<file path="src/rtl/stack_arbiter.sv">
// -----------------------------------------------------------------------------
// stack_arbiter
//   Owns the call/branch-target stack and shares it between the datapath
//   (push/pop) and the program counter (pop only). One transaction is in
//   flight at a time: IDLE grants, EXEC performs the stack operation, DONE
//   reports completion. When both requesters are active the one that was not
//   granted last wins, so the two requesters alternate.
//
// Ports
//   clk, rstn              clock, asynchronous active-low reset
//   dp_req/op/wdata        datapath request, 1 = push / 0 = pop, push data
//   dp_gnt/valid/rdata     datapath grant pulse, completion pulse, pop data
//   pc_req                 program-counter pop request
//   pc_gnt/valid/rdata     PC grant pulse, completion pulse, popped target
//   err_clr                synchronous clear of both sticky error flags
//   sp, empty, full        occupancy and its status decodes
//   ovf_err, unf_err       sticky push-while-full / pop-while-empty flags
// -----------------------------------------------------------------------------
module stack_arbiter #(
    parameter  int DATA_LEN  = 8,
    parameter  int STK_DEPTH = 16,
    localparam int SP_W      = $clog2(STK_DEPTH) + 1
) (
    input  logic                clk,
    input  logic                rstn,
    input  logic                dp_req,
    input  logic                dp_op,
    input  logic [DATA_LEN-1:0] dp_wdata,
    output logic                dp_gnt,
    output logic                dp_valid,
    output logic [DATA_LEN-1:0] dp_rdata,
    input  logic                pc_req,
    output logic                pc_gnt,
    output logic                pc_valid,
    output logic [DATA_LEN-1:0] pc_rdata,
    input  logic                err_clr,
    output logic [SP_W-1:0]     sp,
    output logic                empty,
    output logic                full,
    output logic                ovf_err,
    output logic                unf_err
);

    localparam int              AW      = $clog2(STK_DEPTH);
    localparam logic [SP_W-1:0] SP_ONE  = SP_W'(1);
    localparam logic [SP_W-1:0] SP_ZERO = {SP_W{1'b0}};
    localparam logic [SP_W-1:0] SP_FULL = SP_W'(STK_DEPTH);
    localparam logic            OWN_DP  = 1'b0;
    localparam logic            OWN_PC  = 1'b1;

    typedef enum logic [1:0] {
        ST_IDLE = 2'd0,
        ST_EXEC = 2'd1,
        ST_DONE = 2'd2
    } state_t;

    state_t                state_r;
    state_t                state_s;
    logic                  grant_dp_s;
    logic                  grant_pc_s;
    // owner_r doubles as last_owner: it keeps the most recent grantee
    // until the next grant, which is exactly what round-robin needs.
    logic                  owner_r;
    logic                  op_r;
    logic [DATA_LEN-1:0]   wdata_r;
    logic [SP_W-1:0]       sp_r;
    logic                  dp_gnt_r;
    logic                  pc_gnt_r;
    logic                  dp_valid_r;
    logic                  pc_valid_r;
    logic [DATA_LEN-1:0]   dp_rdata_r;
    logic [DATA_LEN-1:0]   pc_rdata_r;
    logic                  ovf_r;
    logic                  unf_r;
    logic [DATA_LEN-1:0]   mem_r [STK_DEPTH];

    logic                  empty_s;
    logic                  full_s;
    logic                  exec_s;
    logic                  do_push_s;
    logic                  do_pop_s;
    logic                  ovf_set_s;
    logic                  unf_set_s;
    logic [AW-1:0]         rd_idx_s;
    logic [DATA_LEN-1:0]   pop_data_s;

    assign empty_s   = (sp_r == SP_ZERO);
    assign full_s    = (sp_r == SP_FULL);
    assign exec_s    = (state_r == ST_EXEC);
    assign do_push_s = exec_s &&  op_r && !full_s;
    assign ovf_set_s = exec_s &&  op_r &&  full_s;
    assign do_pop_s  = exec_s && !op_r && !empty_s;
    assign unf_set_s = exec_s && !op_r &&  empty_s;
    // Low bits only: at sp == STK_DEPTH they are zero and wrap to the top slot.
    assign rd_idx_s  = sp_r[AW-1:0] - AW'(1);
    assign pop_data_s = do_pop_s ? mem_r[rd_idx_s] : {DATA_LEN{1'b0}};

    // Next-state and grant decision.
    always_comb begin
        state_s    = state_r;
        grant_dp_s = 1'b0;
        grant_pc_s = 1'b0;
        case (state_r)
            ST_IDLE: begin
                if (pc_req && dp_req) begin
                    if (owner_r == OWN_DP) begin
                        grant_pc_s = 1'b1;
                    end else begin
                        grant_dp_s = 1'b1;
                    end
                end else if (pc_req) begin
                    grant_pc_s = 1'b1;
                end else if (dp_req) begin
                    grant_dp_s = 1'b1;
                end else begin
                    grant_pc_s = 1'b0;
                end
                if (grant_pc_s || grant_dp_s) begin
                    state_s = ST_EXEC;
                end else begin
                    state_s = ST_IDLE;
                end
            end
            ST_EXEC: state_s = ST_DONE;
            ST_DONE: state_s = ST_IDLE;
            default: state_s = ST_IDLE;
        endcase
    end

    // State register, grant/valid pulses and the latched transaction.
    always_ff @(posedge clk or negedge rstn) begin
        if (!rstn) begin
            state_r    <= ST_IDLE;
            owner_r    <= OWN_DP;
            op_r       <= 1'b0;
            wdata_r    <= {DATA_LEN{1'b0}};
            dp_gnt_r   <= 1'b0;
            pc_gnt_r   <= 1'b0;
            dp_valid_r <= 1'b0;
            pc_valid_r <= 1'b0;
        end else begin
            state_r    <= state_s;
            dp_gnt_r   <= grant_dp_s;
            pc_gnt_r   <= grant_pc_s;
            dp_valid_r <= (state_r == ST_DONE) && (owner_r == OWN_DP);
            pc_valid_r <= (state_r == ST_DONE) && (owner_r == OWN_PC);
            if (grant_pc_s) begin
                owner_r <= OWN_PC;
                op_r    <= 1'b0;
                wdata_r <= dp_wdata;
            end else if (grant_dp_s) begin
                owner_r <= OWN_DP;
                op_r    <= dp_op;
                wdata_r <= dp_wdata;
            end
        end
    end

    // Stack pointer and pop-data return registers.
    always_ff @(posedge clk or negedge rstn) begin
        if (!rstn) begin
            sp_r       <= SP_ZERO;
            dp_rdata_r <= {DATA_LEN{1'b0}};
            pc_rdata_r <= {DATA_LEN{1'b0}};
        end else begin
            if (do_push_s) begin
                sp_r <= sp_r + SP_ONE;
            end else if (do_pop_s) begin
                sp_r <= sp_r - SP_ONE;
            end
            // Empty pops return zero through pop_data_s.
            if (exec_s && !op_r) begin
                if (owner_r == OWN_PC) begin
                    pc_rdata_r <= pop_data_s;
                end else begin
                    dp_rdata_r <= pop_data_s;
                end
            end
        end
    end

    // Sticky error flags; a new error in the same cycle beats err_clr.
    always_ff @(posedge clk or negedge rstn) begin
        if (!rstn) begin
            ovf_r <= 1'b0;
            unf_r <= 1'b0;
        end else begin
            if (ovf_set_s) begin
                ovf_r <= 1'b1;
            end else if (err_clr) begin
                ovf_r <= 1'b0;
            end
            if (unf_set_s) begin
                unf_r <= 1'b1;
            end else if (err_clr) begin
                unf_r <= 1'b0;
            end
        end
    end

    // Stack storage; not reset, unreachable entries are hidden by sp.
    always_ff @(posedge clk) begin
        if (do_push_s) begin
            mem_r[sp_r[AW-1:0]] <= wdata_r;
        end
    end

    assign dp_gnt   = dp_gnt_r;
    assign pc_gnt   = pc_gnt_r;
    assign dp_valid = dp_valid_r;
    assign pc_valid = pc_valid_r;
    assign dp_rdata = dp_rdata_r;
    assign pc_rdata = pc_rdata_r;
    assign sp       = sp_r;
    assign empty    = empty_s;
    assign full     = full_s;
    assign ovf_err  = ovf_r;
    assign unf_err  = unf_r;

endmodule

</file>
<file path="config.mk">
export PLATFORM = sky130hd
export DESIGN_NAME = stack_arbiter
export DESIGN_NICKNAME = d
export VERILOG_FILES = /design/src/rtl/stack_arbiter.sv
export SDC_FILE = /design/constraint.sdc
export NUM_CORES = 1
export LEC_CHECK = 0
export ABC_CLOCK_PERIOD_IN_PS = 6780
export BUFFER_PORTS_ARGS = -buffer_cell sky130_fd_sc_hd__buf_2
export CAP_MARGIN = 20
export CORE_UTILIZATION = 50
export DETAILED_ROUTE_END_ITERATION = 8
export GPL_ROUTABILITY_DRIVEN = 0
export GPL_TIMING_DRIVEN = 0
export PLACE_DENSITY_LB_ADDON = 0.3
export RECOVER_POWER = 50
export SKIP_CTS_REPAIR_TIMING = 1
export SYNTH_ARGS = -nofsm -noshare
export SYNTH_HDL_FRONTEND = slang
export SYNTH_SLANG_ARGS = --single-unit
export TNS_END_PERCENT = 20
</file>
<file path="constraint.sdc">
create_clock -name clk -period 6.78 [get_ports clk]
set_input_delay 0.339 -clock clk [delete_from_list [all_inputs] [get_ports clk]]
set_output_delay 0.339 -clock clk [all_outputs]
set_load 0.05 [all_outputs]
</file>
==> results of run 1 <==
[sequential cells by signal (all words and copies together), names as in the netlist]
signal,count
pc_valid,1
dp_rdata,8
state_r,2
ovf_err,1
op_r,1
dp_gnt,1
wdata_r,8
unf_err,1
owner_r,1
mem_r,128
sp,5
pc_rdata,8
dp_valid,1
pc_gnt,1
[through the flow]
step	setup WS, ns	hold slack (ns)	power (mW)
after CTS	3.74	0.0476	4.38
after global placement	3.83	0.462	3.35
after detailed placement	3.75	0.483	3.40
after floorplan	3.61	0.0434	2.87
final	3.88	0.136	4.36
after global routing	3.67	0.138	4.57
[synth_stat cells (2+ instances only)]
| cell | count | area (um2) |
|---|---|---|
| inv_1 | 6 | 22.5 |
| clkbuf_1 | 3 | 11.3 |
| a21o_1 | 2 | 15.0 |
| a22oi_1 | 14 | 105 |
| nand2_2 | 8 | 50.1 |
| edfxtp_1 | 128 | 3840 |
| mux2_2 | 8 | 90.1 |
| buf_2 | 12 | 60.1 |
| nand2_1 | 37 | 139 |
| buf_6 | 4 | 45.0 |
| nor2_1 | 18 | 67.6 |
| ha_1 | 8 | 100 |
| a22oi_2 | 2 | 25.0 |
| and3_1 | 2 | 12.5 |
| o211ai_1 | 16 | 120 |
| and3b_1 | 2 | 17.5 |
| a21oi_1 | 7 | 35.0 |
| nand2b_1 | 3 | 18.8 |
| dfrtp_1 | 39 | 976 |
| a31oi_1 | 2 | 12.5 |
| nand3_1 | 24 | 120 |
| nor3_1 | 4 | 20.0 |
| nor2_4 | 2 | 22.5 |
| xnor2_1 | 5 | 43.8 |
| nand4_1 | 16 | 100 |
| mux2i_1 | 65 | 651 |
[critical path, stage by stage (launching register included)]
cell      delay, ns
dfrtp_1        0.57
inv_1          0.17
ha_1           0.26
and3_1         0.20
nor2_1         0.28
nand2_1        0.28
nor3_1         0.56
clkbuf_2       0.28
[cell usage in the layout, fill, tap and decap left out, types with 3 or more instances in the layout]
cell	Yosys	routed
xnor2_1	5	5
nand2_1	37	37
buf_2	12	46
nor3_1	4	4
clkbuf_16	0	17
clkbuf_1	3	12
a21oi_1	7	7
nor2_1	18	18
a22oi_1	14	14
buf_6	4	4
nand2_2	8	8
inv_1	6	6
o211ai_1	16	16
inv_6	0	4
mux2_2	8	8
bufinv_16	0	3
edfxtp_1	128	128
mux2i_1	65	65
nand2b_1	3	3
ha_1	8	8
dfrtp_1	39	39
nand4_1	16	16
nand3_1	24	24
[path summary, 6_finish.rpt]
| kind | startpoint | endpoint | cells past startpoint |
|---|---|---|---|
| worst max-delay path | sp[1] | mem_r[1][1] | 7 |
| worst min register to register | ovf_err | ovf_err | 1 |
| worst max register to register | sp[1] | mem_r[1][1] | 7 |
| min in group asynchronous | rstn | op_r | 1 |
| max in group asynchronous | rstn | ovf_err | 1 |
| worst min-delay path | dp_wdata[3] | wdata_r[3] | 2 |
[layout make-up]
cell class / count / share of cell area, %
buffer: 21 / 1.74
clock buffer: 17 / 5.33
clock inverter: 15 / 2.19
inverter: 6 / 0.282
multi-input combinational: 261 / 24.6
sequential: 167 / 60.3
tap: 176 / 2.76
timing repair buffer: 45 / 2.73
[layer usage]
| metal | vias up | wire (um) | GRT usage [%] |
|---|---|---|---|
| met3 | 20 | 1060 | 5.18 |
| met2 | 169 | 6660 | 32.8 |
| li1 | 1863 | - | - |
| met4 | 0 | 284 | 9.92 |
| met1 | 2025 | 6360 | 30.6 |
| met5 | - | 0 | 0 |
[cells by family after synthesis]
kind of cell | Yosys count | share of synthesized area, %
fa+ha+maj | 9 | 1.73
mux | 73 | 10.7
compound gates | 47 | 4.95
xor+xnor | 7 | 1.26
buf+inv | 27 | 2.34
simple gates | 125 | 9.71
flops | 167 | 69.4
[power breakdown]
group / switching (mW) / internal, mW
clock network: 0.392 / 0.580
logic: 1.20 / 0.627
registers: 0.209 / 1.35
total: 1.80 / 2.56
==> impl_metrics.py, run 1 <==
metrics = {
    "yosys": {
        "async_flop_share_pct": 23.4,
        "synth_ff_type": "edfxtp_1",
        "synth_warnings": 0,
        "syn_nets": 478,
        "synth-seq-cells": 167,
        "synth_edf_count": 128,
        "synth.distinct_cells": 44,
        "netlist_area_um2": 6950,
        "yosysSeqAreaShare_pct": 69.4,
        "syn_inst": 455,
        "synth.avg_cell_area_um2": 15.3,
    },
    "grt": {
        "grt_overflow_total": 0,
        "track_usage_pct": 21.9,
        "grt_pass1_vias": 4122,
        "antenna_found_initial": 0,
        "grt_pass1_wl_um": 22700,
        "grt_max_degree": 40,
    },
    "final_layout": {
        "multiInputGateArea_um2": 1970,
        "fin_util_pct": 59.6,
        "seq_area_um2": 4820,
        "final_area_um2": 7990,
        "antenna_cells": 0,
        "nNetsFinal": 542,
        "drive_above_1_share_pct": 20.7,
        "finalNonFillerCells": 708,
        "area_growth_pct": 14.9,
        "nFillCells": 1017,
    },
    "route": {
        "finalWirelength_um": 14400,
        "ant_nets": 0,
        "drc": 0,
        "wl_per_cell_um": 20.3,
        "via_per_inst": 5.76,
        "first_iter_violations": 435,
        "num_vias": 4077,
        "dr.pass1.iters": 5,
    },
    "floorplanning": {
        "initial_utilization_pct": 51.9,
        "core_um2": 13400,
        "num_rows": 42,
        "dieArea_um2": 14400,
        "die_y_um": 120,
        "ios": 43,
        "die_w_um": 120,
    },
    "power_and_ir_drop": {
        "power_density_nw_per_um2": 546,
        "power.leakage_nw": 3.03,
        "peakVddDrop_mv": 0.334,
    },
    "setup_path": {
        "path_max_fanout": 7,
        "endpoint_kind": "register",
        "path_class": "register to register",
        "cp.arrival_ns": 3.04,
        "critPathLaunchType": "register",
        "r2r_setup_slack_ns": 3.88,
        "required_ns": 6.92,
    },
    "placement": {
        "placedInstanceArea_um2": 7380,
        "dpl.hpwl_um": 10000,
        "placedCellCount": 673,
        "portBuffers": 42,
    },
    "timing": {
        "hold_viol": 0,
        "period_share_pct": 42.8,
        "tns_ns": 0,
        "fmaxAchievable_mhz": 345,
        "fin_crit_ns": 2.90,
        "finalClockSkew_ns": 0.0132,
        "grt_setup_unrepaired": "no",
        "max_slew_margin_pct": -46.4,
        "report.final.setup_viol": 0,
        "finalMaxSlewViolations": 40,
        "worst_pin_slew_ns": 2.20,
    },
    "clocking": {
        "clk_transition_reported_paths_ns": 0.06,
        "clock-sinks": 167,
        "cts.htree.levels": 4,
        "tritoncts": "built",
        "root_buffer": "clkbuf_16",
        "numCtsBuffers": 17,
        "cts_buffer_depth": 2,
        "clk_latency_ns": 0.44,
    },
    "job": {
        "cap_violations": 1,
    },
    "status": {
        "outcome": "finished, violations left",
        "violations": "max-capacitance violations, max-slew violations",
    },
    "min_path": {
        "hp-class": "primary input to register",
    },
}
No activity file was read; power rests on OpenSTA's default activity.
==> run 2, diff against run 1 <==
--- a/config.mk
+++ b/config.mk
@@ -5,7 +5,7 @@
 export SDC_FILE = /design/constraint.sdc
 export NUM_CORES = 1
 export LEC_CHECK = 0
-export ABC_CLOCK_PERIOD_IN_PS = 6780
+export ABC_CLOCK_PERIOD_IN_PS = 2800
 export BUFFER_PORTS_ARGS = -buffer_cell sky130_fd_sc_hd__buf_2
 export CAP_MARGIN = 20
 export CORE_UTILIZATION = 50
==> constraint.sdc (replaced) <==
create_clock -name clk -period 2.8 [get_ports clk]
set_input_delay 0.14 -clock clk [delete_from_list [all_inputs] [get_ports clk]]
set_output_delay 0.14 -clock clk [all_outputs]
set_load 0.05 [all_outputs]
==> run 2 against run 1 <==
Net effect: the run still ends with max-capacitance violations, max-slew violations left; critical endpoint is now sp[4]; non-clock buffer count up 15; cell count up 2.1%; combinational power up 140%; power up 140%; critical path type unchanged; maximum frequency up 13%; global-route usage down 0.79 points.
==> impl_metrics.py, run 2 (synthesis results as in run 1) <==
metrics = {
    "route": {
        "ant_nets": 0,
        "via_per_inst": 5.55,
        "num_vias": 4015,
        "wl_per_cell_um": 19.3,
        "first_iter_violations": 356,
        "dr.pass1.iters": 5,
        "drc": 0,
        "finalWirelength_um": 14000,
    },
    "clocking": {
        "clock-sinks": 167,
        "root_buffer": "clkbuf_16",
        "tritoncts": "built",
        "clk_latency_ns": 0.42,
        "clk_transition_reported_paths_ns": 0.06,
        "cts.htree.levels": 4,
        "cts_buffer_depth": 2,
        "numCtsBuffers": 17,
    },
    "grt": {
        "grtUsageMet1_pct": 30.0,
        "grt_pass1_vias": 3938,
        "use_met2_pct": 31.2,
        "antenna_found_initial": 1,
        "track_usage_pct": 21.1,
        "globalRouteMet3Util_pct": 5.18,
        "top_usage_layer": "met2",
        "grt_max_degree": 40,
        "grt_overflow_total": 0,
        "grt_pass1_wl_um": 21900,
    },
    "power_and_ir_drop": {
        "power_density_nw_per_um2": 1290,
        "peakVddDrop_mv": 0.709,
        "total_power_mw": 10.5,
        "power.leakage_nw": 3.08,
    },
    "timing": {
        "grt_setup_unrepaired": "no",
        "finalMaxSlewViolations": 40,
        "hold_slack_ns": 0.0384,
        "finalClockSkew_ns": 0.0114,
        "fin_crit_ns": 2.56,
        "hold_viol": 0,
        "period_share_pct": 91.5,
        "report.final.setup_viol": 0,
        "fmaxAchievable_mhz": 390,
        "tns_ns": 0,
        "setup_ws_ns": 0.237,
        "worst_pin_slew_ns": 2.15,
        "max_slew_margin_pct": -43.6,
    },
    "min_path": {
        "worstHoldEndpoint": "ovf_err",
        "hold_path_startpoint": "err_clr",
        "hold_path_depth": 3,
        "hp-class": "primary input to register",
    },
    "final_layout": {
        "nFillCells": 1049,
        "area_growth_pct": 17.0,
        "fin_util_pct": 60.7,
        "drive_above_1_share_pct": 22.1,
        "antenna_cells": 0,
        "largest_reg_flops": 128,
        "final_area_um2": 8130,
        "final_common_cell": "edfxtp_1",
        "nNetsFinal": 557,
        "finalNonFillerCells": 723,
        "layout_common_cells": "128 x edfxtp_1, 65 x mux2i_1, 47 x buf_2",
    },
    "setup_path": {
        "crit_family": "adder cells",
        "critPathLaunchType": "register",
        "path_class": "register to register",
        "crit_buf_inv": 2,
        "r2r_cells": 11,
        "required_ns": 3.14,
        "crit_chain": "inv_1, ha_1, and3_2, nor2_4, inv_1, fa_1, a21o_1, a21oi_1, nor3_1, a21oi_1, xnor2_1",
        "cp_slowest_cell": "dfrtp_2",
        "timing.rr.start": "sp[1]",
        "cp.arrival_ns": 2.91,
        "slowest_delay_ns": 0.47,
        "r2r_setup_slack_ns": 0.24,
        "path_max_fanout": 7,
        "r2r-end": "sp[4]",
        "endpoint_kind": "register",
    },
    "floorplanning": {
        "core_um2": 13400,
        "dieArea_um2": 14400,
        "initial_utilization_pct": 51.9,
        "die_w_um": 120,
        "die_y_um": 120,
        "num_rows": 42,
        "ios": 43,
    },
    "placement": {
        "place_ws_ns": -0.0242,
        "placedInstanceArea_um2": 7390,
        "dpl.hpwl_um": 9870,
        "portBuffers": 42,
        "placedCellCount": 673,
    },
    "status": {
        "outcome": "finished, violations left",
        "violations": "max-capacitance violations, max-slew violations",
    },
    "job": {
        "cap_violations": 1,
    },
}
## run 2: cell count changes in the layout (fill, tap and decap cells not counted), moves of 3 or more
cell	change
buf_4	+3
bufinv_16	-3
clkbuf_16	+3
dfrtp_1	-4
dfrtp_2	+4
dlygate4sd3_1	+12
## run 2: worst max path at each step
stage	startpoint	endpoint	depth (start not counted)
2_1_floorplan	sp[0]	sp[4]	11
3_3_place_gp	sp[0]	mem_r[2][0]	6
3_5_place_dp	sp[0]	mem_r[2][1]	6
4_1_cts	sp[0]	mem_r[2][6]	6
5_1_grt	sp[0]	sp[4]	11
6_report	sp[1]	sp[4]	11
## run 2: layer usage
layer | up-vias | wire [um]
met4 | 0 | 268
met3 | 18 | 834
met2 | 130 | 6350
met5 | - | 0
li1 | 1884 | -
met1 | 1983 | 6520
## run 2: power by group
group	internal [mW]	switching, mW	leakage [nW]	total, mW
sequential	3.27	0.501	1.63	3.77
clock	1.30	0.947	0.288	2.25
combinational	1.56	2.91	1.16	4.47
## run 2: area by class of cell
type                    count  area (um2)  share of cell area [%]
plain buffers              21         140                    1.72
clock buffers              20         500                    6.16
clock inverters            12        87.6                    1.08
inverters                   6        26.3                   0.323
multi-input cells         261        1980                    24.3
flip-flops and latches    167        4820                    59.3
well taps                 176         220                    2.71
repair buffers             60         355                    4.37
## run 2: worst register-to-register path, cell delays in order, from the launching register on
cell     delay, ns
dfrtp_2       0.47
inv_1         0.14
ha_1          0.25
and3_2        0.23
nor2_4        0.15
inv_1         0.12
fa_1          0.42
a21o_1        0.18
a21oi_1       0.18
nor3_1        0.06
a21oi_1       0.15
xnor2_1       0.13
==> run 3, diff against run 2 <==
--- a/config.mk
+++ b/config.mk
@@ -8,7 +8,7 @@
 export ABC_CLOCK_PERIOD_IN_PS = 2800
 export BUFFER_PORTS_ARGS = -buffer_cell sky130_fd_sc_hd__buf_2
 export CAP_MARGIN = 20
-export CORE_UTILIZATION = 50
+export CORE_UTILIZATION = 60
 export DETAILED_ROUTE_END_ITERATION = 8
 export GPL_ROUTABILITY_DRIVEN = 0
 export GPL_TIMING_DRIVEN = 0
==> run 3 against run 2 <==
Net effect: clock power hardly changed; sequential power hardly changed; hold slack worse by 0.016 ns; clock-buffer cell count is 3 lower; worst setup slack worse by 0.24 ns; first-iteration DRC count is 8.7% higher; combinational power hardly changed; highest routed layer unchanged; the run ends with max-capacitance violations, max-slew violations, negative setup slack left; die area is 16% lower.
==> impl_metrics.py, run 3 (synthesis results as in run 1) <==
metrics = {
    "power_and_ir_drop": {
        "p_comb_share_pct": 42.5,
        "power.leakage_nw": 3.07,
        "intPower_mw": 6.12,
        "seq_power_share_pct": 36.0,
        "peakVddDrop_mv": 1.07,
        "switchingPower_mw": 4.36,
        "power.share.switching_pct": 41.6,
        "power_density_nw_per_um2": 1300,
        "clock_power_share_pct": 21.5,
    },
    "clocking": {
        "numCtsBuffers": 17,
        "cts.htree.levels": 4,
        "tritoncts": "built",
        "clk_latency_ns": 0.42,
        "root_buffer": "clkbuf_16",
        "clock-sinks": 167,
        "cts_buffer_depth": 2,
        "clk_transition_reported_paths_ns": 0.06,
    },
    "placement": {
        "place_ws_ns": -0.130,
        "portBuffers": 42,
        "dpl.hpwl_um": 9870,
        "placedCellCount": 637,
    },
    "setup_path": {
        "path_max_fanout": 6,
        "cp-startpoint": "sp[0]",
        "path_class": "register to register",
        "timing.rr.start": "sp[0]",
        "critPathLaunchType": "register",
        "setup.worst_path.end": "sp[4]",
        "r2r-end": "sp[4]",
        "cp.arrival_ns": 3.14,
        "r2r_cells": 11,
        "endpoint_kind": "register",
        "required_ns": 3.14,
        "r2r_setup_slack_ns": -0.002,
    },
    "final_layout": {
        "layout_common_cells": "128 x edfxtp_1, 65 x mux2i_1, 48 x buf_2",
        "antenna_cells": 0,
        "nNetsFinal": 554,
        "final_common_cell": "edfxtp_1",
        "finalNonFillerCells": 684,
        "area_growth_pct": 16.1,
        "largest_reg_flops": 128,
        "drive_above_1_share_pct": 22.1,
    },
    "timing": {
        "worst_pin_slew_ns": 2.10,
        "finalMaxSlewViolations": 40,
        "grt_setup_unrepaired": "yes",
        "finalClockSkew_ns": 0.00580,
        "max_slew_margin_pct": -40.1,
        "report.final.setup_viol": 1,
        "hold_viol": 0,
        "fmaxAchievable_mhz": 357,
        "period_share_pct": 100,
        "setup_ws_ns": -0.00182,
        "fin_crit_ns": 2.80,
    },
    "route": {
        "num_vias": 4155,
        "via_per_inst": 6.07,
        "drc": 0,
        "finalWirelength_um": 14300,
        "wl_per_cell_um": 21.0,
        "ant_nets": 0,
        "first_iter_violations": 387,
        "dr.pass1.iters": 5,
    },
    "floorplanning": {
        "num_rows": 38,
        "initial_utilization_pct": 62.7,
        "die_w_um": 110,
        "die_y_um": 110,
        "dieArea_um2": 12000,
        "core_um2": 11100,
        "ios": 43,
    },
    "grt": {
        "antenna_found_initial": 1,
        "grt_pass1_wl_um": 21900,
        "grt_pass1_vias": 4093,
        "track_usage_pct": 26.1,
        "grt_max_degree": 40,
        "grt_overflow_total": 0,
    },
    "status": {
        "violations": "max-capacitance violations, max-slew violations, negative setup slack",
        "outcome": "finished, violations left",
    },
    "min_path": {
        "hp-class": "primary input to register",
    },
    "job": {
        "cap_violations": 1,
    },
}
==> run 3: cell count changes in the layout (fill, tap and decap cells not counted), sizes merged <==
cell	delta
buf	-2
bufinv	+2
clkbuf	-5
clkinv	+2
dlygate4sd3	+1
inv	-1
==> run 3: how the worst min path moves through the flow <==
| stage | depth (start not counted) | end | startpoint | slack (ns) |
|---|---|---|---|---|
| after floorplan | 0 | dp_gnt | rstn | -0.16 |
| after global placement | 1 | dp_rdata[7] | rstn | 0.29 |
| after detailed placement | 1 | dp_rdata[7] | rstn | 0.30 |
| after CTS | 1 | ovf_err | rstn | -0.15 |
| after global routing | 3 | ovf_err | err_clr | 0.05 |
| final | 3 | ovf_err | err_clr | 0.02 |
==> run 3: final cells by class <==
class                      count  area (um2)
clock inverter                15         156
sequential                   167        4820
multi-input combinational    261        1980
timing repair buffer          57         342
tap                          140         175
inverter                       6        22.5
clock buffer                  17         425
buffer                        21         140
fill                         687        3010
==> run 3: layer usage <==
| metal | track usage [%] | part of all wire [%] | vias up |
|---|---|---|---|
| met5 | 0 | 0 | - |
| met4 | 12.5 | 2.3 | 0 |
| met3 | 7.82 | 8.3 | 30 |
| met2 | 39.7 | 48 | 196 |
| met1 | 34.5 | 41 | 2046 |
| li1 | - | - | 1883 |
==> run 3: per-stage QoR <==
step	instance area, um2	util [%]	power, mW	hold slack, ns	setup TNS [ns]
floorplan	6960	-	6.95	-0.156	0
global placement	7340	66.3	8.05	0.289	0
detailed placement	7340	66.3	8.21	0.303	-1.74
CTS	7930	71.5	10.4	-0.146	-2.09
global route	8070	72.8	10.9	0.0478	-0.0996
finish	8070	72.8	10.5	0.0225	-0.00182
==> run 3: power by group through the flow <==
stage / clock (mW) / combinational, mW / sequential (mW)
6_report: 2.26 / 4.45 / 3.77
5_1_grt: 2.38 / 4.73 / 3.84
4_1_cts: 2.27 / 4.40 / 3.78
3_5_place_dp: 0 / 4.38 / 3.83
3_3_place_gp: 0 / 4.27 / 3.79
2_1_floorplan: 0 / 2.76 / 4.19
==> run 3: worst max-delay path: stages (launching register included) <==
cell and delay, ns:
dfrtp_2 0.44, inv_1 0.18, ha_1 0.30, and3_2 0.23, nor2_2 0.24, inv_1 0.15, fa_1 0.43, a21o_1 0.18
a21oi_1 0.21, nor3_1 0.07, a21oi_1 0.15, xnor2_1 0.14
